## config.mk

```make
export PLATFORM = sky130hd
export DESIGN_NAME = seqmul_flat
export DESIGN_NICKNAME = d
export VERILOG_FILES = /design/src/rtl/seqmul_if.sv /design/src/rtl/seqmul.sv /design/src/flat_wrapper.sv
export SDC_FILE = /design/constraint.sdc
export NUM_CORES = 1
export LEC_CHECK = 0
export ABC_AREA = 1
export ABC_CLOCK_PERIOD_IN_PS = 2000
export CORE_MARGIN = 1.5
export CORE_UTILIZATION = 49
export DETAILED_ROUTE_END_ITERATION = 16
export GPL_TIMING_DRIVEN = 0
export PLACE_DENSITY = 0.76
export REMOVE_ABC_BUFFERS = 1
export SLEW_MARGIN = 15
export SYNTH_ARGS = -nofsm -noshare
export SYNTH_HDL_FRONTEND = slang
export SYNTH_SLANG_ARGS = --single-unit
```

## constraint.sdc

```tcl
create_clock -name clk -period 2 [get_ports clk]
set_clock_uncertainty 0.2 [all_clocks]
set_input_delay 0.4 -clock clk [delete_from_list [all_inputs] [get_ports clk]]
set_output_delay 0.4 -clock clk [all_outputs]
set_load 0.01 [all_outputs]
```

## src/rtl/seqmul_if.sv

```systemverilog
// seqmul_if: start/done handshake and operand/product bus for the sequential
// shift-add multiplier. The requester drives operands and the start strobe;
// the multiplier returns the product register and its status flags.
interface seqmul_if #(
  parameter int WIDTH = 19
);
  logic [WIDTH-1:0]   mcand;
  logic [WIDTH-1:0]   mplier;
  logic               sample;
  logic [2*WIDTH-1:0] P_out;
  logic               busy;
  logic               done;

  modport master (
    output mcand,
    output mplier,
    output sample,
    input  P_out,
    input  busy,
    input  done
  );

  modport slave (
    input  mcand,
    input  mplier,
    input  sample,
    output P_out,
    output busy,
    output done
  );
endinterface

```

## src/rtl/seqmul.sv

```systemverilog
// seqmul: sequential unsigned shift-add multiplier.
// An accepted start loads {0, mplier} into the accumulator. Each RUN cycle
// conditionally adds the multiplicand into the upper half, keeping the carry,
// and shifts right by one. After exactly WIDTH iterations the full 2*WIDTH
// product is copied into P_out. There is no early exit on zero operands, so
// latency is always WIDTH cycles after the accepting edge.
module seqmul #(
  parameter int WIDTH = 19
) (
  input  logic     clk,
  input  logic     nRST,
  seqmul_if.slave  bus
);

  localparam int CW = $clog2(WIDTH + 1);

  typedef enum logic [1:0] {
    IDLE = 2'd0,
    RUN  = 2'd1,
    DONE = 2'd2
  } state_t;

  state_t             state_r, state_s;
  logic [WIDTH-1:0]   mc_r, mc_s;
  logic [2*WIDTH-1:0] acc_r, acc_s;
  logic [CW-1:0]      cnt_r, cnt_s;
  logic [2*WIDTH-1:0] p_r, p_s;
  logic               busy_r, busy_s;
  logic               done_r, done_s;
  logic [WIDTH:0]     sum_s;

  // State, datapath and output registers; cleared asynchronously by nRST.
  always_ff @(posedge clk or negedge nRST) begin
    if (!nRST) begin
      state_r <= IDLE;
      mc_r    <= {WIDTH{1'b0}};
      acc_r   <= {(2*WIDTH){1'b0}};
      cnt_r   <= {CW{1'b0}};
      p_r     <= {(2*WIDTH){1'b0}};
      busy_r  <= 1'b0;
      done_r  <= 1'b0;
    end else begin
      state_r <= state_s;
      mc_r    <= mc_s;
      acc_r   <= acc_s;
      cnt_r   <= cnt_s;
      p_r     <= p_s;
      busy_r  <= busy_s;
      done_r  <= done_s;
    end
  end

  // Next-state, one shift-add iteration and next values of the registered flags.
  always_comb begin
    state_s = state_r;
    mc_s    = mc_r;
    acc_s   = acc_r;
    cnt_s   = cnt_r;
    p_s     = p_r;
    busy_s  = busy_r;
    done_s  = done_r;
    // Partial add is WIDTH+1 bits wide so the carry survives the shift.
    sum_s   = {1'b0, acc_r[2*WIDTH-1:WIDTH]} + {1'b0, mc_r};

    case (state_r)
      IDLE, DONE: begin
        if (bus.sample) begin
          mc_s    = bus.mcand;
          acc_s   = {{WIDTH{1'b0}}, bus.mplier};
          cnt_s   = CW'(WIDTH);
          state_s = RUN;
          busy_s  = 1'b1;
          done_s  = 1'b0;
        end else begin
          state_s = state_r;
          busy_s  = 1'b0;
          done_s  = (state_r == DONE);
        end
      end
      RUN: begin
        if (acc_r[0]) begin
          acc_s = {sum_s, acc_r[WIDTH-1:1]};
        end else begin
          acc_s = {1'b0, acc_r[2*WIDTH-1:1]};
        end
        cnt_s = cnt_r - CW'(1);
        if (cnt_r == CW'(1)) begin
          p_s     = acc_s;
          state_s = DONE;
          busy_s  = 1'b0;
          done_s  = 1'b1;
        end else begin
          state_s = RUN;
          busy_s  = 1'b1;
          done_s  = 1'b0;
        end
      end
      default: begin
        state_s = IDLE;
        busy_s  = 1'b0;
        done_s  = 1'b0;
      end
    endcase
  end

  assign bus.P_out = p_r;
  assign bus.busy  = busy_r;
  assign bus.done  = done_r;

endmodule

```

## src/flat_wrapper.sv

```systemverilog
// flat-port wrapper written by rule: the top's interface ports become plain ports
module seqmul_flat 
#(
  parameter int WIDTH = 19
)
  (clk, nRST, bus_mcand, bus_mplier, bus_sample, bus_P_out, bus_busy, bus_done);
  seqmul_if #(.WIDTH(WIDTH)) bus_i ();
  input  logic clk;
  input  logic nRST;
  input wire logic [$bits(bus_i.mcand)-1:0] bus_mcand;
  input wire logic [$bits(bus_i.mplier)-1:0] bus_mplier;
  input wire logic [$bits(bus_i.sample)-1:0] bus_sample;
  output wire logic [$bits(bus_i.P_out)-1:0] bus_P_out;
  output wire logic [$bits(bus_i.busy)-1:0] bus_busy;
  output wire logic [$bits(bus_i.done)-1:0] bus_done;
  assign bus_i.mcand = bus_mcand;
  assign bus_i.mplier = bus_mplier;
  assign bus_i.sample = bus_sample;
  assign bus_P_out = bus_i.P_out;
  assign bus_busy = bus_i.busy;
  assign bus_done = bus_i.done;
  seqmul #(.WIDTH(WIDTH)) u_core (.clk(clk), .nRST(nRST), .bus(bus_i));
endmodule
```

======== Word level (Yosys, flattened, before mapping) ========
Index checks and enable logic that the tools add are counted.
storage, ports and cells
  bits in registers ....................... 104
  bits in latches ......................... 0
  bits in writable memories ............... 0
  memory bits (read-only) ................. 0
  bits of input ports ..................... 41
  memories ................................ 0
cells by class
  add/subtract/negate cells ............... 2
  multiply operators ...................... 0
  div/mod/pow operators ................... 0
  magnitude comparators ................... 0
  eq/ne operators ......................... 4
  shifts and indexed selects .............. 0
  muxes and demuxes ....................... 14
  bitwise gates (word level) .............. 0
  reduce and logical (&&, ||, !) cells .... 6
operator list
  operator             number
  $mux 38              2
  $pmux 38 s2          1
  $add 19x19->20       1
  $pmux 5 s2           1
  $reduce_and 2->1     3
  $eq 5x1->1 const B   1
  $mux 5               1
  $sub 5x1->5 const B  1
  $mux 1               4
  $mux 2               2
  $pmux 1 s2           2
  $pmux 2 s2           1
  $eq 2x1->1 const B   1
  $eq 2x2->1 const B   1
  $logic_not 2->1      1
  $ne 2x2->1 const B   1
  $reduce_bool 2->1    1
  $reduce_or 2->1      1

======== Logic depth before layout (Yosys ltp) ========
Gate-level depths: netlist (run 1).
  depth after elaboration ................. 4
  gate-level depth with buffers ........... 13

======== Worst setup path after synthesis (run 1) ========
No wires, ideal clock.
  path kind ............................... reg-to-reg
  start point ............................. reg u_core.acc_r[19]
  end point ............................... reg u_core.p_r[34], in the netlist u_core.bus.P_out[34]
  data arrival time ....................... 1673 ps
  slack ................................... 10 ps
  cell stages (with the launch flop) ...... 13
  buffers on the path ..................... 0
  cells stage by stage .................... dfrtp_1 > ha_1 > fa_1 > nand3_1 > nand3_2 > nand2_1 > nand2_1 > nand2_1 > nand2_1 > nand2_1 > nand3_1 > nand3_1 > nand2_1
on the way
  cells in the longest elaborated chain, start to end .. 2
ends and longest elaborated chain
  item                    line          text
  from (decl)             seqmul.sv:25  logic [2*WIDTH-1:0] acc_r, acc_s;
  from (signal assigned)  seqmul.sv:37  acc_r <= {(2*WIDTH){1'b0}};
  from (signal assigned)  seqmul.sv:45  acc_r <= acc_s;
  $add 19x19->20          seqmul.sv:63  sum_s = {1'b0, acc_r[2*WIDTH-1:WIDTH]} + {1'b0, mc_r};
  $mux 38                 seqmul.sv:81  if (acc_r[0]) begin
  to (signal assigned)    seqmul.sv:39  p_r <= {(2*WIDTH){1'b0}};
  to (signal assigned)    seqmul.sv:47  p_r <= p_s;
  to (decl)               seqmul.sv:27  logic [2*WIDTH-1:0] p_r, p_s;
No other way between the ends.
A chain may end at the register's enable or synchronous reset.

======== Final worst setup path (run 1) ========
  start point ............................. reg u_core.acc_r[26]
  end point ............................... reg u_core.p_r[36], in the netlist u_core.bus.P_out[36]
The elaborated chain is that of the path after synthesis.

==> summary.txt, run 1 <==
Setup path
  – Worst setup path class: reg -> reg
  – WP buf/inv: 0
  – R2R depth: 10
  – Critical Path RT: around 2.1 ns
  – Reg2reg end: u_core.bus.P_out[36]
  – Worst path max stage delay: ~0.44 ns
  – Slowest cell on crit path: dfrtp_1
  – Startpoint types: flop
  – Worst setup EP type: flop
  – CP Depth: 10
  – Worst R2R Start: u_core.acc_r[26]
  – Cell family with most CP delay: simple AND/OR/NAND/NOR gates
  – Worst path arrival time: roughly 2.1 ns
  – Most common cell on crit path: nand2_1
  – Critical-path cell list: ha_4 > nand2_1 > nor2_2 > nand2_1 > nand3_4 > nand2_4 > nand3_1 > nand3_4 > nand3_2 > nand2_1
  – Crit path launch: u_core.acc_r[26]
  – R2R Setup Slk: -0.07 ns
  – Crit path to: u_core.bus.P_out[36]
  – CP max FO: 4

Pwr
  – Int Power: 0.00719 W
  – Sequential power share: between 20% and 30%
  – Clk pwr share: under 10%
  – Post-route total power: around 0.014 W
  – Switching share of power: 47.3%
  – Peak VDD IR: about 860 uV
  – P per Cell Area: 1880 mW/mm2
  – P_leak: between 3 and 4 nW
  – Sw Pwr: between 0.006 and 0.007 W
  – Gate power share: about three fifths

Synth
  – Post-synth top area cell: dfrtp_1
  – Yosys reg bits: ~100
  – Sequential share of the synthesized area: roughly half
  – Post-Syn Instances: roughly 660
  – Netlist cell types: 34
  – Syn avg cell area: between 8 and 9 um2
  – Synth warn: 0
  – Synthesized area: ~0.0054 mm2
  – Area contributors post-synth: dfrtp_1, nand2_1, ha_1, nand3_1, inv_1
  – Synth top area share: between 40% and 50%

Floorplan
  – Full die area: between 0.01 and 0.015 mm2
  – Row count: 37
  – Die height: ~110 um
  – I/O pin count: ~80
  – Total core area: about 0.010 mm2
  – Initial Utilization: just over 50%
  – Die W: 108 um

Routing
  – DRT Wirelength: between 10000 and 15000 um
  – Met3 WL post-DR: 1020 um
  – Antenna viol nets, final: 0
  – Pre-antenna DRT Iters: 6
  – Vias per cell: approximately 5.4
  – DR WL met2: 7290 um
  – Uppermost layer routed: met4
  – M1 WL: 6240 um
  – Drt wl/cell: 16.6 um
  – Via count: slightly below 5000
  – Residual DRC: 0
  – First DRT Iteration DRCs: around 320

Clock network
  – TritonCTS Buffers: 9
  – CTS H-tree lvls: 3
  – CTS sink cnt: 104
  – Clk_lat worst skew: between 0.3 and 0.4 ns
  – CTS tree: yes
  – CTS Root Cell: clkbuf_8
  – Longest Clk Path Bufs: 2
  – Clock transition at path regs: between 0.1 and 0.15 ns

STA
  – Worst setup margin: -0.0663 ns
  – Final Max Slew Viols: 0
  – Post-route minimum period: approximately 2.1 ns
  – Final period util: 103%
  – Final Setup Violations: 12
  – Peak Freq: just under 500 MHz
  – Worst-margin pin slew: 0.663 ns
  – RSZ-0062 raised after global routing: true
  – Final count of hold timing violations: 0
  – Rel. slew slack: a little under three fifths

Global routing
  – First-pass GRT wire length: ~23000 um
  – Initial antenna violation count: 0
  – Largest net degree at the start of global routing: 64
  – Vias in the first global route: approximately 5000
  – GRT Util Overall: between 20% and 30%
  – Grt total ovfl: 0

Cells and area
  – Fillcell total: 829
  – Flip-flop and latch area: roughly 0.0026 mm2
  – Nets: approximately 800
  – N_diodes: 0
  – Area growth, synth to finish: 35.7%
  – Multi-input gate area: around 0.003 mm2
  – Layout cell share with drive strength beyond 1: roughly 23%

Placement
  – Post-DP HPWL: approximately 8500 um
  – Port Buffers: 80
  – Placement Setup Slack: -1.35 ns
  – Routability cong.: roughly 0.9

Outcome
  – Violated checks: setup timing
  – Outcome: finished with violations

Hold path
  – Worst Hold Class: in -> async

Flow run
  – Maxcap violations: 0
==> Yosys cell counts, drive strengths merged <==
library cell  instances
or2                   9
nand4                 2
nand2               255
buf                  16
and2                  2
nand3                54
nor2                 23
o211ai                3
xnor2                 4
clkinv                2
clkbuf                8
o221ai               18
nor3                  3
ha                   21
inv                  64
fa                    1
a21oi                16
o22ai                 2
a22oi                 1
dfrtp               104
nor4                  1
o21ai                52
o21bai                1
==> worst min-delay path by stage <==
stage	cells after the start	startpoint	slack [ns]	end
after global routing	2	nRST	0.31	u_core.acc_r[5]
after global placement	2	u_core.mc_r[0]	0.26	u_core.mc_r[0]
after floorplan	0	nRST	-0.1	u_core.acc_r[0]
final	2	nRST	0.28	u_core.acc_r[5]
after detailed placement	1	nRST	0.14	u_core.bus.P_out[4]
after CTS	2	nRST	0.28	u_core.bus.P_out[4]
==> flip-flops by register name, indices dropped and copies added, names as in the netlist <==
name	flops
u_core.acc_r	38
u_core.bus.P_out	38
u_core.mc_r	19
u_core.cnt_r	5
u_core.state_r	2
u_core.bus.busy	1
u_core.bus.done	1
==> cells by family (layout without fill, tap and decap cells) <==
logic type	count (synthesis)	in the layout	share of synthesized area [%]
AND/OR/NAND/NOR	349	351	28.0
flip-flops	104	104	48.6
AO/OA/AOI/OAI	93	93	10.6
buffers and inverters	90	186	6.87
adder cells (fa/ha/maj)	22	22	5.28
XOR/XNOR	4	4	0.654
==> cells in the final DEF (no fill, tap or decap), types with 8 or more instances in the layout <==
cell,Yosys,routed
nand2_1,245,223
dfrtp_1,104,100
clkdlybuf4s50_1,0,79
inv_1,58,55
o21ai_1,29,30
nand3_2,8,27
nand2_2,10,23
nand3_1,46,22
o221ai_1,18,18
o21ai_0,20,16
buf_4,1,16
nor2_1,22,15
ha_4,0,14
clkbuf_8,0,9
a21oi_2,2,8
or2_2,8,8
==> metrics by stage <==
stage	instances	TNS, ns	hold WS, ns	util [%]	area (um2)
floorplan	638	-88.26	-0.0956	-	5240
global placement	854	-650.16	0.263	59.3	6210
detailed placement	857	-73.93	0.141	60.1	6280
CTS	886	-1.07	0.279	65.1	6810
global route	896	-1.96	0.308	69.5	7270
finish	896	-0.502	0.277	69.5	7270
==> worst register-to-register path: stages, from the launching register on <==
cell	delay (ns)
dfrtp_1	0.44
ha_4	0.32
nand2_1	0.13
nor2_2	0.18
nand2_1	0.12
nand3_4	0.15
nand2_4	0.06
nand3_1	0.12
nand3_4	0.11
nand3_2	0.08
nand2_1	0.05
==> what timing repair did <==
item                                    4_1_cts  5_1_grt
pin swaps                                    16       25
hold buffers                                  1        0
hold endpoints to repair                     41        0
endpoints found under the setup margin       86       57
gates cloned                                  2        1
setup buffers                                10        9
resized for setup                            42       89
==> power groups by stage <==
stage	Clock (W)	Sequential, W	Combinational (W)
after global placement	0	0.00377	0.00616
after global routing	0.00139	0.00407	0.00921
final	0.00128	0.00396	0.00840
after CTS	0.00130	0.00385	0.00706
after detailed placement	0	0.00381	0.00638
after floorplan	0	0.00381	0.00429
==> area by class of cell <==
class,instances,area share (%)
Multi-Input combinational cell,470,41.0
Sequential cell,104,35.9
Timing Repair Buffer,103,14.4
Inverter,66,3.74
Tap cell,136,2.34
Clock buffer,10,1.76
Clock inverter,6,0.792
Timing Repair inverter,1,0.0689
==> per-layer routing <==
metal	vias to the layer above	GRT usage, %
li1	2327	-
met4	0	8.55
met2	161	42.6
met1	2313	32.4
met3	29	7.32
met5	-	0
No activity file was read; power rests on OpenSTA's default activity.
==> run 2, diff against run 1 <==
--- a/config.mk
+++ b/config.mk
@@ -7,7 +7,6 @@
 export LEC_CHECK = 0
 export ABC_AREA = 1
 export ABC_CLOCK_PERIOD_IN_PS = 2000
-export CORE_MARGIN = 1.5
 export CORE_UTILIZATION = 49
 export DETAILED_ROUTE_END_ITERATION = 16
 export GPL_TIMING_DRIVEN = 0
==> run 2 against run 1 <==
Worst setup slack worse by 0.0019 ns. Clock-buffer cell count up 1. Critical path type unchanged. Critical path depth rose by 2. Sequential share of layout area fell by 0.44 points. Sequential power is essentially flat. Routed wire length fell by 1.2%. The run still ends with setup timing left. Combinational power rose by 2.5%. Die area decreased by 1.9%.
==> summary.txt, run 2 (synthesized netlist as in run 1, its figures left out) <==
Setup path
  – Worst setup path class: reg -> reg (unchanged)
  – Worst path max stage delay: 0.43 ns (was 0.44 ns)
  – Cell family with most CP delay: simple AND/OR/NAND/NOR gates (unchanged)
  – Crit path launch: u_core.acc_r[19] (was u_core.acc_r[26])
  – Critical-path cell list: ha_4 > fa_2 > nand3_2 > nand3_4 > nand2_4 > nand2_4 > nand2_2 > nand2_1 > nand2_1 > nand3_2 > nand3_2 > nand2_1 (was ha_4 > nand2_1 > nor2_2 > nand2_1 > nand3_4 > nand2_4 > nand3_1 > nand3_4 > nand3_2 > nand2_1)
  – Startpoint types: flop (unchanged)
  – Slowest cell on crit path: dfrtp_1 (unchanged)
  – Worst path arrival time: 2.16 ns (was 2.14 ns)
  – Worst setup EP type: flop (unchanged)
  – CP max FO: 3 (was 4)
  – Critical Path RT: 2.10 ns (was 2.08 ns)
  – Worst R2R Start: u_core.acc_r[19] (was u_core.acc_r[26])
  – WP buf/inv: 0 (unchanged)

Placement
  – Routability cong.: 0.912 (was 0.901)
  – Placement Setup Slack: -1.40 ns (was -1.35 ns)
  – DP Area: 0.00629 mm2 (was 0.00628 mm2)
  – Cell Count Post-Placement: 857 (unchanged)
  – Post-DP HPWL: 8320 um (was 8510 um)
  – Port Buffers: 80 (unchanged)

Cells and area
  – Finished layout cell area: 0.00735 mm2 (was 0.00727 mm2)
  – Non-Filler Instances: 905 (was 896)
  – Most frequent cells in the layout: nand2_1, dfrtp_1, clkdlybuf4s50_1 (unchanged)
  – Nets: 827 (was 818)
  – Flip-flop and latch area: 0.00261 mm2 (about the same)
  – Fillcell total: 827 (was 829)
  – Area growth, synth to finish: 37.4% (was 35.7%)
  – N_diodes: 0 (unchanged)
  – Multi-input gate area: 0.00297 mm2 (was 0.00298 mm2)
  – Layout cell share with drive strength beyond 1: 22.9% (was 22.5%)
  – Commonest non-fill, non-tap cell in the layout: nand2_1 (unchanged)

Routing
  – Pre-antenna DRT Iters: 5 (was 6)
  – Antenna viol nets, final: 0 (unchanged)
  – Drt wl/cell: 16.2 um (was 16.6 um)
  – Vias per cell: 5.40 (was 5.39)
  – DRT Wirelength: 14700 um (was 14800 um)
  – Residual DRC: 0 (unchanged)
  – First DRT Iteration DRCs: 299 (was 316)
  – Via count: 4887 (was 4830)

Floorplan
  – Die height: 107 um (was 108 um)
  – Die W: 107 um (was 108 um)
  – I/O pin count: 81 (unchanged)
  – Initial Utilization: 51.2% (unchanged)
  – Row count: 37 (unchanged)
  – Total core area: 0.0105 mm2 (unchanged)
  – Full die area: 0.0113 mm2 (was 0.0116 mm2)

Global routing
  – Largest net degree at the start of global routing: 83 (was 64)
  – Initial antenna violation count: 0 (unchanged)
  – First-pass GRT wire length: 22800 um (was 23200 um)
  – Vias in the first global route: 4731 (was 4877)
  – Grt total ovfl: 0 (unchanged)
  – GRT Util Overall: 25.9% (was 25.7%)

STA
  – Final count of hold timing violations: 0 (unchanged)
  – Peak Freq: 484 MHz (about the same)
  – Rel. slew slack: 69.0% (was 55.6%)
  – Worst-margin pin slew: 0.465 ns (was 0.663 ns)
  – Post-route minimum period: 2.07 ns (about the same)
  – RSZ-0062 raised after global routing: true (unchanged)
  – Worst setup margin: -0.0682 ns (was -0.0663 ns)
  – Final Setup Violations: 13 (was 12)
  – WHS: 0.208 ns (was 0.277 ns)
  – Final period util: 103% (about the same)
  – Final Max Slew Viols: 0 (unchanged)

Outcome
  – Outcome: finished with violations (unchanged)
  – Violated checks: setup timing (unchanged)

Flow run
  – Maxcap violations: 0 (unchanged)

Clock network
  – CTS H-tree lvls: 3 (unchanged)
  – Clk_lat worst skew: 0.40 ns (was 0.39 ns)
  – Clock transition at path regs: 0.10 ns (was 0.11 ns)
  – Longest Clk Path Bufs: 2 (unchanged)
  – CTS Root Cell: clkbuf_8 (unchanged)
  – CTS tree: yes (unchanged)
  – CTS sink cnt: 104 (unchanged)
  – TritonCTS Buffers: 9 (unchanged)

Hold path
  – Worst Hold Class: in -> async (unchanged)

Pwr
  – P_leak: 3.50 nW (was 3.45 nW)
  – Peak VDD IR: 885 uV (was 862 uV)
  – P per Cell Area: 1890 mW/mm2 (was 1880 mW/mm2)
-- run 2: cell types whose count changed in the layout (fill, tap and decap cells not counted), sizes merged --
cell	change
clkinvlp	+1
clkinv	-1
clkbuf	+1
bufinv	+1
inv	-2
buf	+9
-- run 2: report_power, final --
group | switching (W) | internal (W) | total (W)
clock | 0.000760 | 0.000591 | 0.00135
sequential | 0.000858 | 0.00311 | 0.00397
combinational | 0.00479 | 0.00382 | 0.00861
-- run 2: final cells by class --
cell class	instances	share of cell area, %
repair inverters	1	0.102
clock inverters	5	0.868
repair buffers	112	15.4
flip-flops and latches	104	35.5
multi-input cells	470	40.3
inverters	66	3.71
well taps	136	2.31
clock buffers	11	1.79
-- run 2: final timing paths --
kind	depth (start not counted)	slack, ns	endpoint
setup / recovery	12	-0.07	u_core.bus.P_out[34]
hold / removal	2	0.21	u_core.mc_r[6]
setup reg to reg	12	-0.07	u_core.bus.P_out[34]
hold reg to reg	2	0.29	u_core.bus.P_out[36]
max in group asynchronous	3	0.70	u_core.acc_r[0]
min in group clk	2	0.29	u_core.bus.P_out[36]
-- run 2: worst reg2reg max path, cell delays in order, from the launching register on --
cell and delay, ns:
dfrtp_1 0.43, ha_4 0.18, fa_2 0.36, nand3_2 0.09
nand3_4 0.10, nand2_4 0.10, nand2_4 0.08, nand2_2 0.09
nand2_1 0.05, nand2_1 0.07, nand3_2 0.08, nand3_2 0.10
nand2_1 0.05
-- run 2: per-stage QoR --
step                      util (%)  total power, W  setup TNS, ns
after CTS                     65.2          0.0123          -1.35
after global placement        59.3         0.00995        -653.50
after global routing          70.3          0.0150          -2.52
final                         70.3          0.0139         -0.382
after floorplan                  -         0.00810         -88.26
after detailed placement      60.1          0.0102         -61.49
-- run 2: routing by layer --
| metal | part of all wire (%) | vias to the layer above | GRT usage [%] | wire [um] |
|---|---|---|---|---|
| met1 | 42 | 2337 | 33.4 | 6160 |
| li1 | - | 2343 | - | - |
| met5 | 0 | - | 0 | 0 |
| met4 | 2.0 | 0 | 10.1 | 296 |
| met2 | 48 | 185 | 41.7 | 7080 |
| met3 | 7.6 | 22 | 6.87 | 1120 |
-- run 2: timing repair --
action / in CTS / in global routing
endpoints found under the hold margin: 22 / 0
buffers inserted: 11 / 17
pin swaps: 16 / 28
setup endpoints to repair: 93 / 59
hold buffers: 1 / 0
gates resized for setup: 39 / 85
cloned: 2 / 1
